<file path="src/rtl/autoconfig_chain.sv">
// autoconfig_chain: Zorro III AutoConfig responder presenting NUM_BOARDS
// logical boards in sequence from one physical card.
// Optional feature macro: AUTOBOOT_EN (board 0 advertises an autoboot ROM
// vector at offset 0x0200). Without it every board is a plain I/O board.
module autoconfig_chain #(
    parameter int                        NUM_BOARDS   = 2,
    parameter logic [15:0]               MFG_ID       = 16'd514,
    parameter logic [7:0]                PROD_ID_BASE = 8'd84,
    parameter logic [4*NUM_BOARDS-1:0]   SIZE_CODES   = '0,
    parameter logic [31:0]               SERIAL       = 32'd0,
    parameter int                        DTACK_DELAY  = 1,
    localparam int                       IW           = (NUM_BOARDS > 1) ? $clog2(NUM_BOARDS) : 1
) (
    input  logic                      CLK,
    input  logic                      RESET,
    input  logic                      autoconfig_cycle,
    input  logic                      READ,
    input  logic [6:0]                ADDRL,
    input  logic [7:0]                DIN,
    output logic [3:0]                DOUT,
    output logic                      dtack,
    output logic                      CFGOUT_n,
    output logic [8*NUM_BOARDS-1:0]   base_addr,
    output logic [NUM_BOARDS-1:0]     configured,
    output logic [NUM_BOARDS-1:0]     shutup,
    output logic [IW-1:0]             board_idx
);

    typedef enum logic [1:0] {S_IDLE, S_WAIT, S_ACK, S_END} state_t;

    state_t                  state_q, state_d;
    logic [2:0]              cnt_q, cnt_d;
    logic [3:0]              dout_q, dout_d;
    logic                    dtack_q, dtack_d;
    logic                    cfgout_n_q, cfgout_n_d;
    logic                    adv_q, adv_d;
    logic [IW-1:0]           idx_q, idx_d;
    logic [7:0]              base_q [NUM_BOARDS];
    logic [7:0]              base_d [NUM_BOARDS];
    logic [NUM_BOARDS-1:0]   cfg_q, cfg_d;
    logic [NUM_BOARDS-1:0]   shut_q, shut_d;

    // Chain is finished once the last board has been configured or shut up;
    // CFGOUT_n low and "done" are the same fact.
    logic       done;
    logic       autoboot;
    logic [6:0] nib_idx;
    logic [7:0] prod;
    logic [3:0] rd_nib;
    logic       wr_base, wr_shut;

    assign done = ~cfgout_n_q;

`ifdef AUTOBOOT_EN
    assign autoboot = (idx_q == '0);
`else
    assign autoboot = 1'b0;
`endif

    // Per-board lookup tables, padded to a power of two so any idx is in range.
    logic [3:0] size_tbl [2**IW];
    logic [7:0] prod_tbl [2**IW];
    for (genvar gi = 0; gi < 2**IW; gi++) begin : g_tbl
        if (gi < NUM_BOARDS) begin : g_real
            assign size_tbl[gi] = SIZE_CODES[4*gi +: 4];
        end else begin : g_pad
            assign size_tbl[gi] = 4'h0;
        end
        assign prod_tbl[gi] = PROD_ID_BASE + 8'(gi);
    end

    for (genvar gi = 0; gi < NUM_BOARDS; gi++) begin : g_base
        assign base_addr[8*gi +: 8] = base_q[gi];
    end

    // Config-space read nibble for the board currently answering.
    always_comb begin
        nib_idx = {ADDRL[5:0], ADDRL[6]};
        prod    = prod_tbl[idx_q];
        rd_nib  = 4'hF;
        case (nib_idx)
            7'h00: rd_nib = {3'b100, autoboot};
            7'h01: rd_nib = size_tbl[idx_q];
            7'h02: rd_nib = ~prod[7:4];
            7'h03: rd_nib = ~prod[3:0];
            7'h04: rd_nib = ~4'b0011;
            7'h05: rd_nib = ~4'h0;
            7'h08: rd_nib = ~MFG_ID[15:12];
            7'h09: rd_nib = ~MFG_ID[11:8];
            7'h0A: rd_nib = ~MFG_ID[7:4];
            7'h0B: rd_nib = ~MFG_ID[3:0];
            7'h0C: rd_nib = ~SERIAL[31:28];
            7'h0D: rd_nib = ~SERIAL[27:24];
            7'h0E: rd_nib = ~SERIAL[23:20];
            7'h0F: rd_nib = ~SERIAL[19:16];
            7'h10: rd_nib = ~SERIAL[15:12];
            7'h11: rd_nib = ~SERIAL[11:8];
            7'h12: rd_nib = ~SERIAL[7:4];
            7'h13: rd_nib = ~SERIAL[3:0];
            7'h15: rd_nib = autoboot ? ~4'h2 : 4'hF;
            7'h20: rd_nib = 4'h0;
            7'h21: rd_nib = 4'h0;
            default: rd_nib = 4'hF;
        endcase
    end

    assign wr_base = ~READ && (ADDRL[5:0] == 6'h11);
    assign wr_shut = ~READ && (ADDRL[5:0] == 6'h13);

    // Next-state logic: IDLE -> WAIT -> ACK -> END -> IDLE, abort from WAIT.
    always_comb begin
        state_d    = state_q;
        cnt_d      = cnt_q;
        dout_d     = dout_q;
        dtack_d    = dtack_q;
        cfgout_n_d = cfgout_n_q;
        adv_d      = adv_q;
        idx_d      = idx_q;
        base_d     = base_q;
        cfg_d      = cfg_q;
        shut_d     = shut_q;
        case (state_q)
            S_IDLE: begin
                if (autoconfig_cycle && !done) begin
                    state_d = S_WAIT;
                    dout_d  = rd_nib;
                    cnt_d   = 3'(DTACK_DELAY);
                end
            end
            S_WAIT: begin
                if (!autoconfig_cycle) begin
                    state_d = S_IDLE;
                end else if (cnt_q == 3'd0) begin
                    state_d = S_ACK;
                    dtack_d = 1'b1;
                    adv_d   = wr_base || wr_shut;
                    for (int k = 0; k < NUM_BOARDS; k++) begin
                        if (idx_q == IW'(k)) begin
                            if (wr_base) begin
                                base_d[k] = DIN;
                                cfg_d[k]  = 1'b1;
                            end
                            if (wr_shut) begin
                                shut_d[k] = 1'b1;
                            end
                        end
                    end
                end else begin
                    cnt_d = cnt_q - 3'd1;
                end
            end
            S_ACK: begin
                if (!autoconfig_cycle) begin
                    state_d = S_END;
                    dtack_d = 1'b0;
                end
            end
            S_END: begin
                state_d = S_IDLE;
                adv_d   = 1'b0;
                if (adv_q) begin
                    if (idx_q == IW'(NUM_BOARDS - 1)) begin
                        cfgout_n_d = 1'b0;
                    end else begin
                        idx_d = idx_q + IW'(1);
                    end
                end
            end
            default: state_d = S_IDLE;
        endcase
    end

    // State register with synchronous reset of every output and flag.
    always_ff @(posedge CLK) begin
        if (RESET) begin
            state_q    <= S_IDLE;
            cnt_q      <= 3'd0;
            dout_q     <= 4'h0;
            dtack_q    <= 1'b0;
            cfgout_n_q <= 1'b1;
            adv_q      <= 1'b0;
            idx_q      <= '0;
            cfg_q      <= '0;
            shut_q     <= '0;
            for (int k = 0; k < NUM_BOARDS; k++) begin
                base_q[k] <= 8'h00;
            end
        end else begin
            state_q    <= state_d;
            cnt_q      <= cnt_d;
            dout_q     <= dout_d;
            dtack_q    <= dtack_d;
            cfgout_n_q <= cfgout_n_d;
            adv_q      <= adv_d;
            idx_q      <= idx_d;
            cfg_q      <= cfg_d;
            shut_q     <= shut_d;
            base_q     <= base_d;
        end
    end

    assign DOUT       = dout_q;
    assign dtack      = dtack_q;
    assign CFGOUT_n   = cfgout_n_q;
    assign configured = cfg_q;
    assign shutup     = shut_q;
    assign board_idx  = idx_q;

endmodule

</file>
<file path="config.mk">
export PLATFORM = sky130hd
export DESIGN_NAME = autoconfig_chain
export DESIGN_NICKNAME = d
export VERILOG_FILES = /design/src/rtl/autoconfig_chain.sv
export SDC_FILE = /design/constraint.sdc
export NUM_CORES = 1
export LEC_CHECK = 0
export BUFFER_PORTS_ARGS = -buffer_cell sky130_fd_sc_hd__buf_2
export CORE_MARGIN = 2
export CORE_UTILIZATION = 53
export DETAILED_ROUTE_END_ITERATION = 10
export PLACE_DENSITY_LB_ADDON = 0.05
export SYNTH_ARGS = -nofsm -noshare
export SYNTH_HDL_FRONTEND = slang
export SYNTH_SLANG_ARGS = --single-unit
</file>
<file path="constraint.sdc">
create_clock -name CLK -period 4.05 [get_ports CLK]
set_clock_uncertainty 0.1 [all_clocks]
set_input_delay 1.0125 -clock CLK [delete_from_list [all_inputs] [get_ports CLK]]
set_output_delay 1.0125 -clock CLK [all_outputs]
set_load 0.01 [all_outputs]
</file>
==> metrics, run 1 <==
status finished clean; I/O pin count 46; WP data arrival 2.35 ns; DR iter-0 viols 24; count leader, synth nor2_1; routed vias 1254; synth top area cells dfxtp_1 47%, mux2i_1 12%, nor2_1 9.3%; max_slew headroom roughly three fifths; sequential element share of the synthesized area about 47%; unrepaired setup endpoints after global routing false; endpoints failing setup 0; global-route wire length before repair 4770 um; min-delay src shutup[0]; Synth top area share 46.6%; leading register cell type out of synthesis dfxtp_1; synthesized flop and latch total 33; CTS resizes 0; crit-path max cell delay 0.54 ns; drt first pass iters 4; Core Box Area 2500 um2; r2r startpoint cnt_q[0]; Worst-Skew Late Latency 0.33 ns; leading area contributor after synthesis dfxtp_1; Avg Cell Area, Syn 9.04 um2; critical-path cell list buf_2, or4_4, nor4_2, buf_4, mux2i_1, nor2_1; Rows 18; share of cells above drive strength 1 between 20% and 30%; Cells after Synth 157; Crit. End Element flop; initial antenna violation count 0; Unique masters post-synth 31; vias in the first global route between 1000 and 1500; Reg clk slew, reported paths 0.09 ns; CP required 4.15 ns; Synth-to-Final Area Change 20.8%; largest net degree at the start of global routing 35; CTS Sinks 33; Horiz. Die Dim 55.7 um; pwr dens 347 nW/um2; placed cells 226; VDD IR max 0.324 mV; Final Cycle Share 55.6%; finished layout cell area 1710 um2; Post-DP Area roughly 1700 um2; Antenna Violating Nets Remaining 0; fmax 444 MHz; class of the worst hold path reg2reg; Layout Nets ~220; TNS Setup 0 ns; Pins Over Slew Limit 0; Initial Util between 50% and 60%; IO buf count between 40 and 50; CP Launch Type input port; via/cell ratio 5.38; count of flip-flops with a built-in enable after synthesis 0; CTS tree done; total die area approximately 3100 um2; Hold WS approximately 0.38 ns; Leak Pwr 0.729 nW; final RePlAce weighted congestion about 0.77; Critical Path Start ADDRL[2]; top post-synthesis cells by count 35 x nor2_1, 33 x dfxtp_1, 17 x mux2i_1; total track usage 19.8%; dpl hpwl 2070 um; post-DR wirelength/cell 12.2 um; Final Hold Fails 0; DRC 0; maxcap violations 0; Worst Tran Pin Value 0.563 ns; syn_nets 178; final non-filler cell total approximately 230; CP max FO 9; pre-CTS WS approximately 1.5 ns; total gr overflow 0; FILL cells 220; CTS HTree Levels 2; slowest CP cell or4_4; setup bufs post-CTS 0; CTS root buffer clkbuf_4; Antenna diodes 0; die height 55.7 um; # hold bufs at CTS 0; total CTS buffers 5; Final Critical Period about 2.3 ns; ys async rst share 0%; Yosys warning total 0; mapped cell area between 1000 and 1500 um2; Final Worst Setup Slack 1.80 ns; final wirelength 2850 um; Setup Crit Path Kind in2reg; CTS Buffer Depth 2
## placed cells by master (no fill, tap or decap), types with 3 or more instances in the layout
cell type,Yosys,layout
buf_2,0,45
nor3_1,3,3
nand3_1,3,3
o21ai_0,8,8
inv_1,7,7
mux2i_1,17,17
clkbuf_4,0,5
a21oi_1,7,7
nor2_1,35,35
dfxtp_1,33,33
nand2_1,5,5
and3b_1,3,3
## power breakdown
part           internal (mW)  leakage (nW)  total (mW)  switching, mW
Sequential             0.333         0.268       0.342        0.00924
Combinational         0.0290         0.430      0.0680         0.0390
Clock                 0.0819        0.0314       0.184          0.102
Total                  0.444         0.729       0.595          0.151
## layout make-up
class                      count  area [um2]  share of cell area [%]
clock buffer                   7        55.1                    3.21
inverter                       7        26.3                    1.53
multi-input combinational    109         694                    40.5
sequential                    33         661                    38.5
tap                           30        37.5                    2.19
timing repair buffer          47         240                    14.0
## worst max-delay path, delay by kind of cell
| kind | cells | cell delay (ns) |
|---|---|---|
| buffers and inverters | 2 | 0.38 |
| multiplexers | 1 | 0.20 |
| AND/OR/NAND/NOR | 3 | 0.75 |
## path summary, 6_finish.rpt
kind | slack (ns) | end | cells after the start
max | 1.80 | base_addr[9] | 6
min | 0.38 | shutup[0] | 2
max reg2reg | 2.11 | shutup[1] | 6
min reg2reg | 0.38 | shutup[0] | 2
## through the flow
step / power, mW / utilization (%)
after global placement: 0.415 / 66.4
after global routing: 0.625 / 68.6
final: 0.595 / 68.6
after CTS: 0.601 / 68.6
after detailed placement: 0.418 / 66.4
after floorplan: 0.391 / -
## sequential cells by signal, indices dropped and copies added (netlist names), named ones only
register,flops
shutup,2
board_idx,1
CFGOUT_n,1
base_addr,16
DOUT,4
cnt_q,3
dtack,1
adv_q,1
configured,2
state_q,1
## cell families after synthesis
logic type | share of synthesized area [%]
simple gates | 23.4
buf+inv | 4.50
flops | 46.6
fa+ha+maj | 1.76
mux | 12.0
compound gates | 11.8
## per-layer routing
layer  GRT usage [%]  vias up  share of wire, %
met5               0        -                 0
met3            7.21        7               4.9
met4            9.41        0               1.6
met2            33.2       33                49
li1                -      644                 -
met1            22.1      570                44
Power figures use the tool's default switching activity.
==> run 2, diff against run 1 <==
--- a/config.mk
+++ b/config.mk
@@ -7,7 +7,7 @@
 export LEC_CHECK = 0
 export BUFFER_PORTS_ARGS = -buffer_cell sky130_fd_sc_hd__buf_2
 export CORE_MARGIN = 2
-export CORE_UTILIZATION = 53
+export CORE_UTILIZATION = 49
 export DETAILED_ROUTE_END_ITERATION = 10
 export PLACE_DENSITY_LB_ADDON = 0.05
 export SYNTH_ARGS = -nofsm -noshare
==> constraint.sdc (replaced) <==
create_clock -name CLK -period 2.4 [get_ports CLK]
set_clock_uncertainty 0.1 [all_clocks]
set_input_delay 0.6 -clock CLK [delete_from_list [all_inputs] [get_ports CLK]]
set_output_delay 0.6 -clock CLK [all_outputs]
set_load 0.01 [all_outputs]
==> run 2 against run 1 <==
Clock power rose by 140%. Critical path type is now reg2reg. Largest cell class unchanged. Register-to-register slack got worse by 1.7 ns. Via count unchanged. Setup slack worse by 1.3 ns.
==> metrics, run 2 (synthesis gave the netlist of run 1 again) <==
status finished clean; final non-filler cell total 235; max_slew headroom 60.5%; Worst Path Buf+Inv 2; maxcap violations 0; I/O pin count 46; R2R Path End base_addr[13]; R2R setup slack 0.46 ns; Horiz. Die Dim 57.8 um; CTS HTree Levels 2; Final Cycle Share 80.9%; # hold bufs at CTS 0; finished layout cell area 1750 um2; final wirelength 2950 um; min-delay src shutup[1]; vias in the first global route 1149; CTS resizes 0; crit-path max cell delay 0.34 ns; critical-path cell list inv_1, ha_1, nand4bb_1, nor4_2, buf_4, mux2i_1, nor2_1; Setup Crit Path Kind reg2reg; CTS root buffer clkbuf_4; CP delay by family, top simple AND/OR/NAND/NOR gates; DR iter-0 viols 31; DRC 0; WP data arrival 2.05 ns; endpoints failing setup 0; CTS Buffer Depth 2; Synth-to-Final Area Change 23.0%; commonest non-fill, non-tap cell in the layout buf_2; total track usage 20.5%; largest net degree at the start of global routing 35; routed vias approximately 1300; Final Critical Period ~1.9 ns; r2r startpoint cnt_q[0]; Final Worst Setup Slack 0.459 ns; die height 57.8 um; unrepaired setup endpoints after global routing false; Crit. End Element flop; CTS tree done; VDD IR max 0.505 mV; post-DR wirelength/cell roughly 13 um; Cells on Worst Hold Path 2; total CTS buffers 5; Antenna Violating Nets Remaining 0; CP required 2.51 ns; Core Box Area about 2800 um2; pre-CTS WS 0.206 ns; post-layout util between 60 and 70%; pwr dens 646 nW/um2; dpl hpwl 2150 um; total gr overflow 0; slowest CP cell dfxtp_1; Post-DP Area 1660 um2; drt first pass iters 4; FILL cells 260; share of cells above drive strength 1 28.9%; Pins Over Slew Limit 0; CP Launch Type flop; setup bufs post-CTS 0; hold worst-path end shutup[1]; class of the worst hold path reg2reg; Hold WS 0.378 ns; most frequent cells in the layout 45 x buf_2, 35 x nor2_1, 33 x dfxtp_1, 17 x mux2i_1, 8 x o21ai_0; placed cells about 230; Leak Pwr 0.743 nW; initial antenna violation count 0; total die area 3340 um2; Rows 19; Worst Tran Pin Value 0.584 ns; fmax 515 MHz; CP max FO 9; TNS Setup 0 ns; R2R cell count 7; global-route wire length before repair 5220 um; Final Hold Fails 0; Initial Util 51.5%; IO buf count 45; via/cell ratio 5.34; Largest register FFs 16; Antenna diodes 0; CP Depth 7; Worst-Skew Late Latency 0.34 ns; final RePlAce weighted congestion 0.755; Layout Nets 224; Reg clk slew, reported paths 0.10 ns; CTS Sinks 33; Tot Pwr 1.13 mW
-- run 2: cell count changes in the layout (fill, tap and decap cells not counted) --
cell / delta
bufinv_16: +1
-- run 2: how the worst max path moves through the flow --
stage | from | end | slack, ns
final | cnt_q[0] | base_addr[13] | 0.46
after global routing | cnt_q[0] | base_addr[3] | 0.25
after CTS | cnt_q[0] | base_addr[1] | 0.44
after detailed placement | ADDRL[2] | base_addr[1] | 0.21
after global placement | ADDRL[2] | base_addr[15] | 0.24
after floorplan | ADDRL[5] | base_addr[10] | 0.46
-- run 2: cell type report --
class | count | area, um2 | share of cell area [%]
well taps | 31 | 38.8 | 2.22
clock inverters | 1 | 30.0 | 1.72
clock buffers | 7 | 55.1 | 3.15
multi-input cells | 109 | 694 | 39.8
inverters | 7 | 26.3 | 1.51
flip-flops and latches | 33 | 661 | 37.8
repair buffers | 47 | 240 | 13.8
-- run 2: worst register-to-register path: cells and delay by family, from the launching register on --
family / cells / cell delay, ns
buffers and inverters: 2 / 0.34
adder cells (fa/ha/maj): 1 / 0.24
AND/OR/NAND/NOR: 3 / 0.58
flip-flops: 1 / 0.34
multiplexers: 1 / 0.22
-- run 2: metal layers --
metal | GRT usage [%] | wire, um
met5 | 0 | 0
met4 | 7.97 | 53
met3 | 6.92 | 154
met2 | 33.0 | 1420
met1 | 25.4 | 1320
-- run 2: power breakdown --
| part | total [mW] | leakage (nW) | switching, mW | internal, mW |
|---|---|---|---|---|
| sequential | 0.577 | 0.268 | 0.0146 | 0.562 |
| combinational | 0.114 | 0.430 | 0.0654 | 0.0490 |
| clock | 0.437 | 0.0455 | 0.188 | 0.249 |
| total | 1.13 | 0.743 | 0.268 | 0.860 |
==> run 3, diff against run 2 <==
==> constraint.sdc (replaced) <==
create_clock -name CLK -period 1.9 [get_ports CLK]
set_clock_uncertainty 0.1 [all_clocks]
set_input_delay 0.475 -clock CLK [delete_from_list [all_inputs] [get_ports CLK]]
set_output_delay 0.475 -clock CLK [all_outputs]
set_load 0.01 [all_outputs]
==> run 3 against run 2 <==
Clock power shrank 11%. Register-to-register slack lost 0.29 ns. First-iteration DRC count shrank 9.7%. Clock-buffer cell count is the same. Cell count grew 3.4%. Sequential share of layout area shrank 1.1 points. Total power grew 14%. Sequential cell count is the same. Utilization grew 1.9 points. Critical endpoint unchanged.
==> metrics, run 3 (synthesis gave the netlist of run 1 again) <==
crit-path max cell delay 0.55 ns; final non-filler cell total roughly 240; CP required 2.00 ns; CP max FO 5; post-DR wirelength/cell 13.1 um; met1 Use GR 22.8%; status finished clean; placed cells approximately 230; Antenna diodes 0; CTS root buffer clkbuf_4; vias in the first global route roughly 1200; die height 57.8 um; commonest non-fill, non-tap cell in the layout buf_2; R2R setup slack 0.17 ns; DRC 0; Worst Path Buf+Inv 2; most frequent cells in the layout 47 x buf_2, 35 x nor2_1, 33 x dfxtp_1, 17 x mux2i_1, 9 x buf_4; Final Worst Setup Slack 0.0620 ns; total die area 3340 um2; Largest register FFs 16; fmax 544 MHz; final wirelength 3180 um; Leak Pwr a little under 0.8 nW; total CTS buffers 5; critical-path cell list buf_2, or4_4, nor4_2, buf_4, mux2i_1, nor2_1; CP delay by family, top simple AND/OR/NAND/NOR gates; FF/Latch Area 661 um2; # hold bufs at CTS 0; TNS Setup 0 ns; pwr dens roughly 720 nW/um2; max_slew headroom about three quarters; total track usage around a fifth; via/cell ratio roughly 5.3; final RePlAce weighted congestion between 0.7 and 0.8; Worst Tran Pin Value 0.377 ns; global-route wire length before repair around 5200 um; M2 GR Usage 34.4%; initial antenna violation count 0; CTS Sinks 33; min-delay src DIN[7]; R2R Path End base_addr[13]; Setup Crit Path Kind in2reg; slowest CP cell or4_4; Hold WS ~0.3 ns; setup bufs post-CTS 0; Pins Over Slew Limit 0; Horiz. Die Dim 57.8 um; drt first pass iters 4; pre-CTS WS -0.162 ns; R2R cell count 7; Rows 19; total gr overflow 0; GRT busiest layer met2; multi-input logic area 713 um2; Antenna Violating Nets Remaining 0; Final Hold Fails 0; I/O pin count 46; endpoints failing setup 0; CTS HTree Levels 2; unrepaired setup endpoints after global routing true; Initial Util 51.5%; Final Cycle Share a little over nine tenths; CTS tree done; Core Box Area 2760 um2; DR iter-0 viols 28; CP Launch Type input port; Worst-Skew Late Latency 0.32 ns; Crit. End Element flop; r2r startpoint cnt_q[0]; class of the worst hold path in2reg; share of cells above drive strength 1 roughly 33%; Final Critical Period between 1.5 and 2 ns; largest net degree at the start of global routing 34; maxcap violations 0; Cells on Worst Hold Path 3; WP data arrival between 1.5 and 2 ns; VDD IR max between 0.7 and 0.8 mV; Reg clk slew, reported paths 0.09 ns; Layout Nets 233; grt met3 use 7.81%; FILL cells 255; IO buf count 45; hold worst-path end base_addr[15]; Synth-to-Final Area Change 26.6%; dpl hpwl 2320 um; routed vias 1285; CTS Buffer Depth 2
[run 3: cell types whose count changed in the layout (fill, tap and decap cells not counted), sizes merged]
cell	change
bufinv	-1
buf	+9
[run 3: area by class of cell]
cell class / instances / area share (%)
Clock buffer: 7 / 3.06
Timing Repair Buffer: 56 / 16.9
Sequential cell: 33 / 36.8
Inverter: 7 / 1.46
Tap cell: 31 / 2.16
Multi-Input combinational cell: 109 / 39.7
[run 3: tightest hold or removal path, delay by kind of cell]
kind / cells / cell delay, ns
buf+inv: 1 / 0.09
mux: 1 / 0.06
simple gates: 1 / 0.07
[run 3: worst max-delay path by stage]
stage	start	to	cells after the start
after floorplan	ADDRL[5]	base_addr[10]	5
after CTS	cnt_q[0]	base_addr[1]	7
after global routing	ADDRL[5]	base_addr[13]	6
after detailed placement	ADDRL[5]	base_addr[1]	6
final	ADDRL[5]	base_addr[13]	6
after global placement	ADDRL[5]	base_addr[7]	6
[run 3: repair_timing]
item | in CTS | in global routing
pin swaps | 1 | 2
endpoints found under the setup margin | 1 | 16
gates resized for setup | 0 | 4
cloned | 0 | 2
[run 3: per-layer routing]
metal	part of all wire [%]	vias to the layer above	wire length, um
li1	-	655	-
met1	43	590	1360
met2	50	33	1600
met3	5.2	7	166
met4	1.7	0	53
met5	0	-	0
[run 3: metrics by stage]
| step | power (mW) | util [%] | cell area, um2 |
|---|---|---|---|
| after CTS | 1.30 | 64.1 | 1770 |
| after detailed placement | 0.907 | 62.1 | 1710 |
| after global placement | 0.900 | 62.1 | 1710 |
| after floorplan | 0.834 | - | 1420 |
| final | 1.29 | 65.2 | 1800 |
| after global routing | 1.35 | 65.2 | 1800 |
[run 3: power breakdown]
part,internal (mW),switching [mW],leakage (nW),total [mW]
Combinational,0.0786,0.0969,0.478,0.176
Sequential,0.710,0.0128,0.268,0.723
Clock,0.175,0.213,0.0314,0.388
Total,0.963,0.323,0.777,1.29
